===== config.mk =====
export PLATFORM = sky130hd
export DESIGN_NAME = ac_ser_tx_flat
export DESIGN_NICKNAME = d
export VERILOG_FILES = /design/src/rtl/ac_ser_tx_if.sv /design/src/rtl/ac_ser_tx.sv /design/src/flat_wrapper.sv
export SDC_FILE = /design/constraint.sdc
export NUM_CORES = 1
export LEC_CHECK = 0
export ABC_CLOCK_PERIOD_IN_PS = 2500
export CAP_MARGIN = 20
export CORE_ASPECT_RATIO = 0.75
export CORE_MARGIN = 2
export CORE_UTILIZATION = 55
export DETAILED_ROUTE_END_ITERATION = 6
export PLACE_DENSITY_LB_ADDON = 0.2
export SLEW_MARGIN = 25
export SYNTH_ARGS = -nofsm -noshare
export SYNTH_HDL_FRONTEND = slang
export SYNTH_SLANG_ARGS = --single-unit
export TNS_END_PERCENT = 30

===== constraint.sdc =====
create_clock -name clk -period 2.5 [get_ports clk]
set_clock_uncertainty 0.15 [all_clocks]
set_input_delay 0.5 -clock clk [delete_from_list [all_inputs] [get_ports clk]]
set_output_delay 0.5 -clock clk [all_outputs]
set_load 0.03 [all_outputs]

===== src/rtl/ac_ser_tx_if.sv =====
// Accumulator read-out bus: parallel load handshake on one side, serial frame on the other.
// The master drives the load side and the slave transmits the serial frame.
interface ac_ser_tx_if #(
    parameter int WIDTH = 16
);
    logic             acclr;
    logic             ld_req;
    logic [WIDTH-1:0] acin;
    logic             ld_ack;
    logic             sout;
    logic             sframe;
    logic             done;

    modport master (
        output acclr, ld_req, acin,
        input  ld_ack, sout, sframe, done
    );

    modport slave (
        input  acclr, ld_req, acin,
        output ld_ack, sout, sframe, done
    );
endinterface


===== src/rtl/ac_ser_tx.sv =====
// Parallel-to-serial transmitter for the accumulator word: one word per handshake,
// shifted out one bit per clock with an optional trailing parity bit and a done pulse.
module ac_ser_tx #(
    parameter int WIDTH     = 16,
    parameter int LSB_FIRST = 1,
    parameter int PARITY    = 0
) (
    input  logic        clk,
    input  logic        rst_n,
    ac_ser_tx_if.slave  bus
);
    localparam int CNT_W = (WIDTH > 2) ? $clog2(WIDTH) : 1;
    localparam logic [CNT_W-1:0] LAST_BIT = CNT_W'(WIDTH - 1);

    typedef enum logic [1:0] {
        IDLE  = 2'd0,
        SHIFT = 2'd1,
        PAR   = 2'd2,
        DONE  = 2'd3
    } state_t;

    state_t           state, state_nxt;
    logic [WIDTH-1:0] shreg, shreg_nxt;
    logic [CNT_W-1:0] bitcnt, bitcnt_nxt;
    logic             par, par_nxt;
    logic             out_bit;

    assign out_bit = (LSB_FIRST != 0) ? shreg[0] : shreg[WIDTH-1];

    always_ff @(posedge clk or negedge rst_n) begin
        if (!rst_n) begin
            state  <= IDLE;
            shreg  <= '0;
            bitcnt <= '0;
            par    <= 1'b0;
        end else begin
            state  <= state_nxt;
            shreg  <= shreg_nxt;
            bitcnt <= bitcnt_nxt;
            par    <= par_nxt;
        end
    end

    // acclr overrides everything; the counter is cleared on exit from SHIFT so it never wraps
    always_comb begin
        state_nxt  = state;
        shreg_nxt  = shreg;
        bitcnt_nxt = bitcnt;
        par_nxt    = par;
        if (bus.acclr) begin
            state_nxt  = IDLE;
            shreg_nxt  = '0;
            bitcnt_nxt = '0;
            par_nxt    = 1'b0;
        end else begin
            case (state)
                IDLE: begin
                    if (bus.ld_req) begin
                        shreg_nxt  = bus.acin;
                        bitcnt_nxt = '0;
                        par_nxt    = (PARITY == 2);
                        state_nxt  = SHIFT;
                    end
                end
                SHIFT: begin
                    if (LSB_FIRST != 0) begin
                        shreg_nxt = {1'b0, shreg[WIDTH-1:1]};
                    end else begin
                        shreg_nxt = {shreg[WIDTH-2:0], 1'b0};
                    end
                    par_nxt    = par ^ out_bit;
                    bitcnt_nxt = bitcnt + 1'b1;
                    if (bitcnt == LAST_BIT) begin
                        bitcnt_nxt = '0;
                        state_nxt  = (PARITY != 0) ? PAR : DONE;
                    end
                end
                PAR: begin
                    state_nxt = DONE;
                end
                DONE: begin
                    state_nxt = IDLE;
                end
                default: begin
                    state_nxt = IDLE;
                end
            endcase
        end
    end

    always_comb begin
        bus.sout   = 1'b0;
        bus.sframe = 1'b0;
        bus.done   = 1'b0;
        bus.ld_ack = 1'b0;
        case (state)
            IDLE:  bus.ld_ack = 1'b1;
            SHIFT: begin
                bus.sout   = out_bit;
                bus.sframe = 1'b1;
            end
            PAR: begin
                bus.sout   = par;
                bus.sframe = 1'b1;
            end
            DONE:  bus.done = 1'b1;
            default: bus.ld_ack = 1'b0;
        endcase
    end
endmodule


===== src/flat_wrapper.sv =====
// flat-port wrapper written by rule: the top's interface ports become plain ports
module ac_ser_tx_flat 
#(
    parameter int WIDTH     = 16,
    parameter int LSB_FIRST = 1,
    parameter int PARITY    = 0
)
  (clk, rst_n, bus_acclr, bus_ld_req, bus_acin, bus_ld_ack, bus_sout, bus_sframe, bus_done);
  ac_ser_tx_if #(.WIDTH(WIDTH)) bus_i ();
  input  logic clk;
  input  logic rst_n;
  input wire logic [$bits(bus_i.acclr)-1:0] bus_acclr;
  input wire logic [$bits(bus_i.ld_req)-1:0] bus_ld_req;
  input wire logic [$bits(bus_i.acin)-1:0] bus_acin;
  output wire logic [$bits(bus_i.ld_ack)-1:0] bus_ld_ack;
  output wire logic [$bits(bus_i.sout)-1:0] bus_sout;
  output wire logic [$bits(bus_i.sframe)-1:0] bus_sframe;
  output wire logic [$bits(bus_i.done)-1:0] bus_done;
  assign bus_i.acclr = bus_acclr;
  assign bus_i.ld_req = bus_ld_req;
  assign bus_i.acin = bus_acin;
  assign bus_ld_ack = bus_i.ld_ack;
  assign bus_sout = bus_i.sout;
  assign bus_sframe = bus_i.sframe;
  assign bus_done = bus_i.done;
  ac_ser_tx #(.WIDTH(WIDTH), .LSB_FIRST(LSB_FIRST), .PARITY(PARITY)) u_core (.clk(clk), .rst_n(rst_n), .bus(bus_i));
endmodule

==> flow_metrics.py <==
metrics = {
    "worst_setup_path": {
        "path_cells": "inv_1 -> ha_1 -> buf_4 -> a22oi_1 -> nor2_1 -> buf_4",
        "cp_common_cell": "sky130_fd_sc_hd__buf_4",
        "crit_slowest_cell": "sky130_fd_sc_hd__dfrtp_1",
        "critical_path_peak_fanout": 8,
        "data_required_time_of_the_worst_path_ns": 1.85,
        "cp-end-kind": "output pin",
        "regToRegStartpoint": "u_core.state[0]",
        "critical_path.startpoint_type": "register",
        "cp_top_family": "flip-flops",
        "setup.worst_path.start": "u_core.state[1]",
        "cp_data_arrival_time_ns": 1.63,
        "critPathKind": "register to output pin",
        "worst_path_largest_cell_delay_ns": 0.44,
        "critPathBufInv": 3,
    },
    "finish": {
        "layout-drive-gt1-share": 0.1533,
        "finalInstanceArea_sq_mm": 0.001597,
        "fin_cells": 184,
        "final_net_count": 176,
        "layout-area-overhead-vs-synth_pct": 22.11,
        "num_antenna_cells": 0,
    },
    "detailed_routing": {
        "drt-vias-per-instance": 5.315,
        "antenna_left": 0,
        "drt-initial-drc-count": 19,
        "vias_post_dr": 978,
        "post_drt_wl_per_cell_um": 13.56,
        "route.final.wire_length_mm": 2.495,
        "detail_route.drc_violations": 0,
        "detail_route.first_pass.iterations": 4,
    },
    "synthesis": {
        "synth.net_count": 149,
        "synth.top_cells.by_count": "sky130_fd_sc_hd__nand2_1 (25), sky130_fd_sc_hd__dfrtp_1 (23), sky130_fd_sc_hd__mux2i_1 (16), sky130_fd_sc_hd__o31ai_2 (11)",
        "ys_ff_latch": 23,
        "netlist.area_leader.share": 0.4402,
        "yosysWarningCount": 0,
        "yosys.cell_types.count": 22,
        "yosys.area.top_type": "sky130_fd_sc_hd__dfrtp_1",
        "syn-mean-instance-area_sq_um": 10.54,
        "synth_top_cells_by_area": "sky130_fd_sc_hd__dfrtp_1 (44%), sky130_fd_sc_hd__mux2i_1 (12%), sky130_fd_sc_hd__o31ai_2 (11%), sky130_fd_sc_hd__nand2_1 (7.2%), sky130_fd_sc_hd__ha_1 (4.8%)",
        "synth_seq_area_share": 0.4402,
        "synth_most_common_cell": "sky130_fd_sc_hd__nand2_1",
        "synth-edff-count": 0,
        "synth-async-reset-ratio": 1.000,
        "synthesis.instances": 124,
        "netlist_area_before_placement_sq_mm": 0.001308,
        "synth_top_flop_cell": "sky130_fd_sc_hd__dfrtp_1",
    },
    "global_routing": {
        "number_of_global_route_vias_before_repair": 943,
        "maximum_number_of_pins_on_one_net_before_global_route_repair": 24,
        "antenna_found_initial": 0,
        "grt_usage": 0.2047,
        "grt_overflow": 0,
        "wire_length_of_the_first_global_routing_pass_mm": 4.140,
    },
    "floorplan": {
        "core-area_sq_mm": 0.002271,
        "num_rows": 15,
        "die_x_um": 60.30,
        "io_pins": 24,
        "fp.dieArea_sq_mm": 0.002787,
        "start_util": 0.5758,
        "die_y_um": 46.23,
    },
    "timing": {
        "timing_worst_slew_pin_value_ns": 0.4916,
        "fin_crit_sh": 0.9118,
        "totalNegativeSetupSlack_ns": 0,
        "max_freq_ghz": 0.4387,
        "layout_min_cycle_time_ns": 2.279,
        "grt_setup_unrepaired": "false",
        "number_of_pins_exceeding_their_max_slew_limit_in_the_final_report": 0,
        "setup_violations": 0,
        "timing_hold_violations_final": 0,
        "worst_slew_margin_relative_to_its_limit": 0.6707,
    },
    "clock_tree": {
        "cts_htree_levels": 1,
        "tritoncts_clock_tree": "built",
        "cts.reportedPaths.clkPinSlew_ns": 0.12,
        "clock_latency_ns": 0.31,
        "root_buffer": "sky130_fd_sc_hd__clkbuf_4",
        "clock-sinks": 23,
        "cts_setup_buffers": 0,
        "post_cts_hold_buffer_count": 0,
        "cts_max_path_buffers": 2,
        "numCtsBuffers": 3,
    },
    "min_path": {
        "hold_start": "u_core.shreg[4]",
        "worst_hold_path_type": "register to register",
    },
    "placement": {
        "detailed_place_hpwl_mm": 1.866,
        "port_buffers": 23,
        "placement.cell_area_sq_mm": 0.001565,
        "place.gp.congestion": 0.8019,
        "numPlacedInstances": 180,
    },
    "status": {
        "outcome": "finished, final reports clean",
    },
    "run": {
        "cap_violations": 0,
    },
    "pwr": {
        "vdd_drop_max_v": 0.0004887,
        "pwr_density_cell_mw_per_mm2": 891.6,
        "power.static_leakage_nw": 0.7038,
    },
}
## sequential cells by signal, summed over array words and instances, names as in the netlist
| register | count |
|---|---|
| u_core.shreg | 16 |
| u_core.bitcnt | 4 |
| u_core.par | 1 |
| u_core.state | 2 |
## metrics by stage
stage | setup WS [ns] | power [mW] | util | hold slack, ns
global route | 0.06922 | 1.530 | 0.7030 | 0.3668
finish | 0.2206 | 1.423 | 0.7030 | 0.3443
detailed placement | 0.3292 | 1.269 | 0.6893 | 0.3188
floorplan | 0.3166 | 1.109 | - | 0.05441
CTS | 0.04057 | 1.437 | 0.7008 | 0.3469
global placement | 0.4293 | 1.233 | 0.6893 | 0.3092
## path summary, 6_finish.rpt
kind,to,slack [ns],cells after the start
worst max-delay path,bus_sout,0.22,6
worst max register to register,u_core.bitcnt[0],0.45,7
min in group asynchronous,u_core.shreg[1],0.38,2
max in group asynchronous,u_core.state[1],1.60,2
worst min register to register,u_core.shreg[4],0.34,2
worst min-delay path,u_core.shreg[4],0.34,2
## timing repair
action	4_1_cts	5_1_grt
endpoints found under the hold margin	0	0
gates resized for setup	0	2
endpoints found under the setup margin	0	2
## cell type report
| cell class | count | area (sq um) |
|---|---|---|
| Multi-Input combinational cell | 88 | 648.1 |
| Clock buffer | 4 | 26.28 |
| Fill cell | 183 | 674.4 |
| Timing Repair Buffer | 30 | 285.3 |
| Tap cell | 34 | 42.54 |
| Inverter | 5 | 18.77 |
| Sequential cell | 23 | 575.6 |
## metal layers
metal / global-route usage / part of all wire / wire length (um) / vias to the layer above
met5: 0 / 0 / 0 / -
met4: 0.06222 / 0 / 0 / 0
met3: 0.06461 / 0.062 / 154 / 0
met2: 0.3196 / 0.48 / 1191 / 23
met1: 0.2739 / 0.46 / 1150 / 466
li1: - / - / - / 489
## worst min-delay path, cell delays in order, from the launching register on
cell and delay, ns:
sky130_fd_sc_hd__dfrtp_1 0.36, sky130_fd_sc_hd__nand2_1 0.05, sky130_fd_sc_hd__o31ai_1 0.05
## cells in the final DEF (no fill, tap or decap), types with 2 or more instances in the layout
cell                               n
sky130_fd_sc_hd__clkdlybuf4s50_1  20
sky130_fd_sc_hd__o21ai_1           3
sky130_fd_sc_hd__nand2b_1          3
sky130_fd_sc_hd__dfrtp_1          23
sky130_fd_sc_hd__mux2i_1          16
sky130_fd_sc_hd__o31ai_2          11
sky130_fd_sc_hd__o31ai_1           5
sky130_fd_sc_hd__a21oi_1           3
sky130_fd_sc_hd__ha_1              5
sky130_fd_sc_hd__nor2b_1           3
sky130_fd_sc_hd__dlymetal6s2s_1    2
sky130_fd_sc_hd__nand2_1          25
sky130_fd_sc_hd__o21ai_0           3
sky130_fd_sc_hd__clkbuf_4          3
sky130_fd_sc_hd__o31a_1            2
sky130_fd_sc_hd__buf_4             8
sky130_fd_sc_hd__nor3b_1           2
sky130_fd_sc_hd__nor2_1            2
sky130_fd_sc_hd__inv_1             5
## where the power goes
part | total (mW) | switching [mW] | internal, mW
clock | 0.170 | 0.107 | 0.0623
combinational | 0.687 | 0.377 | 0.310
sequential | 0.567 | 0.0818 | 0.485
## cell families (layout without fill, tap and decap cells)
logic type | after synthesis | count (layout) | synth area share
flops | 23 | 23 | 0.4402
buf+inv | 13 | 39 | 0.06603
mux | 16 | 16 | 0.1225
compound gates | 30 | 30 | 0.1971
fa+ha+maj | 5 | 5 | 0.04785
simple gates | 37 | 37 | 0.1263
No activity file was read; power rests on OpenSTA's default activity.
